===== config.mk =====
export PLATFORM = sky130hd
export DESIGN_NAME = audio_tx_buffer
export DESIGN_NICKNAME = d
export VERILOG_FILES = /design/src/rtl/audio_tx_buffer.sv
export SDC_FILE = /design/constraint.sdc
export NUM_CORES = 1
export LEC_CHECK = 0
export ABC_AREA = 1
export BUFFER_PORTS_ARGS = -buffer_cell sky130_fd_sc_hd__buf_2
export CORE_MARGIN = 2
export CORE_UTILIZATION = 28
export DETAILED_ROUTE_END_ITERATION = 10
export PLACE_DENSITY = 0.53
export SYNTH_ARGS = -nofsm -noshare
export SYNTH_HDL_FRONTEND = slang
export SYNTH_SLANG_ARGS = --single-unit

===== constraint.sdc =====
create_clock -name aud_bclk -period 5.72 [get_ports aud_bclk]
set_input_delay 1.716 -clock aud_bclk [delete_from_list [all_inputs] [get_ports aud_bclk]]
set_output_delay 1.716 -clock aud_bclk [all_outputs]
set_load 0.02 [all_outputs]

===== src/rtl/audio_tx_buffer.sv =====
`timescale 1ns/1ps
// audio_tx_buffer
//   Playback sample buffer for the WM8978 serial transmitter. The DSP side writes
//   32-bit samples into a FIFO. The transmitter pulses tx_done once per frame, and
//   the next sample is then presented on dac_data. Playback waits until PREFILL
//   samples are buffered. If the FIFO runs dry during playback, the buffer outputs
//   silence, counts an underrun and primes again.
// Ports
//   aud_bclk     in   bit clock, the only clock (posedge)
//   sys_rst      in   asynchronous active-low reset
//   clr          in   synchronous flush back to IDLE with counters cleared
//   wr_en        in   write request
//   wr_data      in   sample to store
//   full         out  FIFO holds DEPTH entries
//   level        out  occupancy 0..DEPTH
//   tx_done      in   frame-sent pulse from the transmitter
//   dac_data     out  registered sample presented to the transmitter
//   running      out  high while in RUN
//   underrun_cnt out  saturating underrun counter
//   ovf          out  sticky: a write was attempted while full
module audio_tx_buffer #(
  parameter int DEPTH   = 16,
  parameter int AW      = 4,
  parameter int PREFILL = 8
) (
  input  logic          aud_bclk,
  input  logic          sys_rst,
  input  logic          clr,
  input  logic          wr_en,
  input  logic [31:0]   wr_data,
  output logic          full,
  output logic [AW:0]   level,
  input  logic          tx_done,
  output logic [31:0]   dac_data,
  output logic          running,
  output logic [15:0]   underrun_cnt,
  output logic          ovf
);

  localparam logic [0:0]  ST_IDLE     = 1'b0;
  localparam logic [0:0]  ST_RUN      = 1'b1;
  localparam logic [AW:0] PTR_ONE     = (AW+1)'(1);
  localparam logic [AW:0] PREFILL_LVL = (AW+1)'(PREFILL);

  logic [31:0] mem [DEPTH];
  logic [AW:0] wr_ptr_reg, rd_ptr_reg;
  logic [0:0]  state_reg;
  logic [31:0] dac_data_reg;
  logic [15:0] underrun_cnt_reg;
  logic        ovf_reg;
  logic        running_reg;

  logic empty;
  logic wr_accept;
  logic pop;
  logic underrun;

  // The pointers carry one extra wrap bit. Two pointers that differ only in
  // that bit mean the FIFO is full. Two equal pointers mean it is empty.
  assign empty = (wr_ptr_reg == rd_ptr_reg);
  assign full  = (wr_ptr_reg[AW] != rd_ptr_reg[AW]) &&
                 (wr_ptr_reg[AW-1:0] == rd_ptr_reg[AW-1:0]);
  assign level = wr_ptr_reg - rd_ptr_reg;

  // The flags come from registered pointers. As a result, a pop does not free
  // space for a write in the same cycle. A write into an empty FIFO is also not
  // visible to a tx_done in the same cycle.
  assign wr_accept = wr_en && !full && !clr;
  assign pop       = tx_done && (state_reg == ST_RUN) && !empty && !clr;
  assign underrun  = tx_done && (state_reg == ST_RUN) && empty && !clr;

  // The storage array has no reset so that it maps onto RAM.
  always_ff @(posedge aud_bclk) begin
    if (wr_accept) begin
      mem[wr_ptr_reg[AW-1:0]] <= wr_data;
    end
  end

  always_ff @(posedge aud_bclk or negedge sys_rst) begin
    if (!sys_rst) begin
      wr_ptr_reg       <= '0;
      rd_ptr_reg       <= '0;
      state_reg        <= ST_IDLE;
      running_reg      <= 1'b0;
      dac_data_reg     <= '0;
      underrun_cnt_reg <= '0;
      ovf_reg          <= 1'b0;
    end else if (clr) begin
      wr_ptr_reg       <= '0;
      rd_ptr_reg       <= '0;
      state_reg        <= ST_IDLE;
      running_reg      <= 1'b0;
      dac_data_reg     <= '0;
      underrun_cnt_reg <= '0;
      ovf_reg          <= 1'b0;
    end else begin
      if (wr_accept) begin
        wr_ptr_reg <= wr_ptr_reg + PTR_ONE;
      end else if (wr_en) begin
        ovf_reg <= 1'b1;
      end

      case (state_reg)
        ST_IDLE: begin
          // While priming, every frame plays silence and nothing is consumed.
          if (tx_done) begin
            dac_data_reg <= '0;
          end
          if (level >= PREFILL_LVL) begin
            state_reg   <= ST_RUN;
            running_reg <= 1'b1;
          end
        end
        default: begin
          if (pop) begin
            dac_data_reg <= mem[rd_ptr_reg[AW-1:0]];
            rd_ptr_reg   <= rd_ptr_reg + PTR_ONE;
          end else if (underrun) begin
            dac_data_reg <= '0;
            if (underrun_cnt_reg != 16'hFFFF) begin
              underrun_cnt_reg <= underrun_cnt_reg + 16'd1;
            end
            state_reg   <= ST_IDLE;
            running_reg <= 1'b0;
          end
        end
      endcase
    end
  end

  assign dac_data     = dac_data_reg;
  assign running      = running_reg;
  assign underrun_cnt = underrun_cnt_reg;
  assign ovf          = ovf_reg;

endmodule

Word level (Yosys, flattened, before mapping)
Memories as Yosys holds them, arrays and structs flattened.
Index checks and enable logic that the tools add are counted.
Operators by class
  reduce and logical (&&, ||, !) cells: 24
  add/subtract/negate cells: 4
  equal/unequal tests: 9
  muxes and demuxes: 30
  $lt $le $gt $ge: 1
Operators with widths (count)
  $mux 32: 5
  $mux 16: 5
  $mux 5: 5
  $add 16x1->16 const B: 1
  $ne 16x16->1 const B: 1
  $mux 1: 15
  $reduce_bool 2->1: 6
  $add 5x1->5 const B: 2
  $logic_and 1x1->1: 8
  $reduce_and 2->1: 3
  $reduce_bool 3->1: 2
  $eq 5x5->1: 1
  $ge 5x4->1 const B: 1
  $sub 5x5->5: 1
  $eq 4x4->1: 1
  $ne 2x2->1 const B: 2
  $ne 4x2->1 const B: 1
  $reduce_and 4->1: 1
  $logic_not 1->1: 3
  $ne 3x2->1 const B: 1
  $ne 3x3->1 const B: 1
  $reduce_and 3->1: 1
  $ne 1x1->1: 1
Storage, ports and cells
  flip-flop bits (word level): 61
  memory bits (writable): 512
  output and inout bits: 56
  input bits: 37
  logic and storage cells: 76
  memories kept: 1
Memory list
  mem: depth 16, width 32, rd ports 1, clocked after memory_dff 0, wr ports 1, RTL line 45  | logic [31:0] mem [DEPTH];

Depth between registers and ports, before layout
  depth after elaboration: 7
  depth in mapped cells: 13
  gate-level depth less buffers: 11

Worst setup path before layout
No wires, ideal clock.
  kind: input to register
  start: input port clr
  end: memory mem[3][0] (enable)
  stages: 4
  library setup time: 461 ps
  required time: 5259 ps
  arrival: 4376 ps
  path slack: 883 ps
  buffers on the path: 1
  path through: buf_2 nor2_2 inv_1 nor3_1
Between the ends
  longest elaborated chain between the ends: 4
Ends and longest elaborated chain
  start: declaration: RTL line 28  | input logic clr,
  $logic_not 1->1: RTL line 68  | assign wr_accept = wr_en && !full && !clr;
  $logic_and 1x1->1: RTL line 68
  $mux 1: RTL line 74  | if (wr_accept) begin
  $mux 1 (implied by the code): RTL line 75  | mem[wr_ptr_reg[AW-1:0]] <= wr_data;
  end: declaration: RTL line 45
Every way passes these cells.

Worst setup path in the final report
  start: register rd_ptr_reg[1]
  end: output port level[3]
Between the ends
  longest elaborated chain between the ends: 1
Ends and longest elaborated chain
  start: declaration: RTL line 46  | logic [AW:0] wr_ptr_reg, rd_ptr_reg;
  start signal: assignment: RTL line 117  | rd_ptr_reg <= rd_ptr_reg + PTR_ONE;
  $sub 5x5->5: RTL line 63  | assign level = wr_ptr_reg - rd_ptr_reg;
  end: declaration: RTL line 32  | output logic [AW:0] level,
Every way passes these cells.

==> metrics list <==
- Hold repair after CTS inserted 0 buffers.
- Post-CTS timing repair inserted 0 buffers for setup.
- Worst Path Arrival: 2.44 ns
* Std cell rows: 106
- After filler insertion, the fill cell instance count of the layout stands at 8353.
- Pin count of the biggest net entering global routing: 146
- Met3 Resource Use GR: 2.07%
- For the worst setup path, the data required time is 4.00 ns.
* Sequential cell area fraction in the yosys report: 71.6%
* Register bit count reported by yosys: 573
- The analysis attributes to cell leakage a power of 10.3 nW.
- For this run the aggregate overflow at the end of global routing stands at 0.
- The run finished with clean final reports.
- Average vias per placed instance: 4.70
* Category of the critical setup timing path: flip-flop to output port
* Total length of routed wires: 62.5 mm
* Router iterations before antenna repair: 5
- Setup slack closes at 1.57 ns.
- Of the cells placed in the final design, the portion with a size suffix greater than 1 is 12.0%.
* Transition at the pin with the smallest max-transition slack: 1.11 ns
- Global routing usage on met1: 19.8%
- The global routing stage identified its most utilized layer as met2.
* CTS tree: done
* Highest ir drop seen on vdd: 0.240 mV
- Adding up every negative setup slack in the final design gives 0 ns.
* Number of max-slew violations in the final report: 0
* Width of the die: 294 um
- Number of flops mapped to enable cells by yosys: 512
- Initial Utilization: 28.3%
- CORE AREA: 83600 um2
- Wire length of the first global-routing pass: 95.8 mm
- Via count of the first global-routing pass: 15400
- On the final layout, the worst clock skew is 0.0214 ns.
- Kind of path behind the tightest hold check: flip-flop to flip-flop
- For this run, the number of Yosys warnings is 0.
- Number of hold violations in the final report: 0
* Drc violations: 0
- The final critical path takes up 72.6% of the cycle.
- Clock-pin slew reported for the worst setup and hold paths after clock tree synthesis: 0.06 ns
* Average cell area after synthesis: 11.4 um2
- In this run the count of I/O pins placed on the die edge is 93.
* Slew margin rel.: 26.2%
* Startpoint types: flip-flop
- Count of cell types in the netlist: 28
- Number of flip-flops in the largest register: 512
- Routed via count: 15400
- Total standard cell area after synthesis: 23600 um2
- Yosys attributes the largest share of cell area to edfxtp_1 65%, nand2_1 13%, nand3_1 8.0%.
* Unrepaired setup endpoints after global routing: false
- STA classifies the critical path endpoint as an output port.
* Clock latency at the later pin of the worst-skew pair: 0.63 ns
* CTS HTree Levels: 2
- RD Place Congestion: 0.758
- In this run the tool buffered the top-level ports with 92 buffer cells.
- For this design the ratio of total power to cell area is 328 nW/um2.
- Dominant cell type by area after synthesis: edfxtp_1
- Post-synth ARST share: 10.6%
- Once detailed placement completed, the half-perimeter wirelength came to 33.6 mm.
- Post-route core utilization: 32.6%
- Setup violations remaining at the end of the flow were counted as 0.
- Number of nets with antenna violations after detailed routing: 0
- Total global routing track utilization: 14.4%
* Met2 track demand over resource in global routing: 23.9%
* Initial antenna violation count: 7
- Total power for the finished layout comes to 8.92 mW.
- The routed design could run at a clock period as short as 4.15 ns.
- Worst-case clock buffer depth: 3
- Max capacitance violation total: 0
- Prior to clock tree synthesis, the placed netlist has a worst setup slack of 1.74 ns.
- The die is 294 um tall.
- Among all flip-flop cells after synthesis, the most frequent one is edfxtp_1.
* Final nets: 2197
- Static timing analysis puts the maximum clock frequency at 241 MHz.
- Synthesis handed over a netlist of 2072 instances.
* Number of nets produced by synthesis: 2120
- In this run the clock root is driven by a clkbuf_16.
- Commonest cells post-synth: 823 x nand2_1, 512 x edfxtp_1, 378 x nand3_1
- For this block, the initial DRC count from the detailed router was 1135.
* CTS Buf Count: 59
* Number of cells upsized or downsized after cts: 0
- Yosys instantiated no cell more often than nand2_1.
* Drt wl/cell: 19.1 um
- Largest driver fanout on the critical path: 52
* Synth top area share: 65.1%
- Area added between synthesis and finish: 15.2%
- The die covers 86700 um2.
* Num Clock Sinks: 573
routing by layer:
layer | vias to the layer above | routed length, um
li1 | 7289 | -
met1 | 7667 | 28600
met2 | 362 | 29600
met3 | 90 | 3110
met4 | 10 | 1170
met5 | - | 65
cell type report:
cell class / instances / area, um2 / share of cell area (%)
Tap cell: 1080 / 1350 / 4.97
Inverter: 40 / 160 / 0.589
Antenna cell: 2 / 5.00 / 0.0184
Clock buffer: 79 / 1630 / 6.00
Multi-Input combinational cell: 1346 / 6030 / 22.2
Timing Repair Buffer: 129 / 741 / 2.72
Clock inverter: 33 / 368 / 1.35
Sequential cell: 573 / 16900 / 62.2
stage by stage:
stage               cells  instance area [um2]  hold slack [ns]
finish               3282                27200            0.473
global route         3280                27200            0.509
CTS                  3280                27200            0.480
floorplan            2072                23600            0.476
global placement     3168                25200            0.462
detailed placement   3168                25200            0.464
logic make-up after synthesis:
family	count (synthesis)	share of synthesized area (%)
compound gates	31	0.678
fa+ha+maj	11	0.615
flops	573	71.6
buf+inv	153	3.44
xor+xnor	8	0.297
simple gates	1296	23.4
layout by cell type (no fill, tap or decap), types with 3 or more instances in the layout:
cell        count
xor2_1          8
edfxtp_1      512
or2_2           3
nor2_1         21
nand3_1       378
nand3b_1       34
ha_1           10
clkinvlp_4      4
dfrtp_1        58
clkbuf_1       13
nand2_1       823
a21oi_1         4
buf_4          38
clkbuf_8        6
inv_1          34
clkinv_2       16
nor3_2          3
o21ai_1         7
clkbuf_16      60
buf_2          91
nor2_2          3
nor2_4         17
nand4_1         4
bufinv_16       7
o21ai_0        18
nor3_1          5
clkinv_1        5
nand2_2         5
report_power, final:
part,switching [mW],internal (mW)
clock network,1.63,2.32
registers,0.0198,4.60
logic,0.267,0.0832
worst paths after layout:
path                                                start                   endpoint  slack [ns]  cells past startpoint
worst max-delay path            rd_ptr_reg[1]$_DFFE_PN0P_                   level[3]        1.57                      8
worst min-delay path             dac_data[31]$_DFFE_PN0P_   dac_data[31]$_DFFE_PN0P_        0.47                      2
worst max register to register  rd_ptr_reg[1]$_DFFE_PN0P_       mem[0][18]$_DFFE_PP_        2.06                     10
worst min register to register   dac_data[31]$_DFFE_PN0P_   dac_data[31]$_DFFE_PN0P_        0.47                      2
max in group asynchronous                         sys_rst  rd_ptr_reg[1]$_DFFE_PN0P_        3.58                      2
min in group asynchronous                         sys_rst    dac_data[5]$_DFFE_PN0P_        1.07                      1
critical path, cell delays in order, from the launching register on:
cell and delay, ns:
dfrtp_4 0.49, inv_4 0.48, ha_1 0.37, nand3_1 0.11, nand2_1 0.06, nand2_1 0.06
nand2_1 0.06, inv_1 0.05, buf_2 0.15
Power figures use the tool's default switching activity.
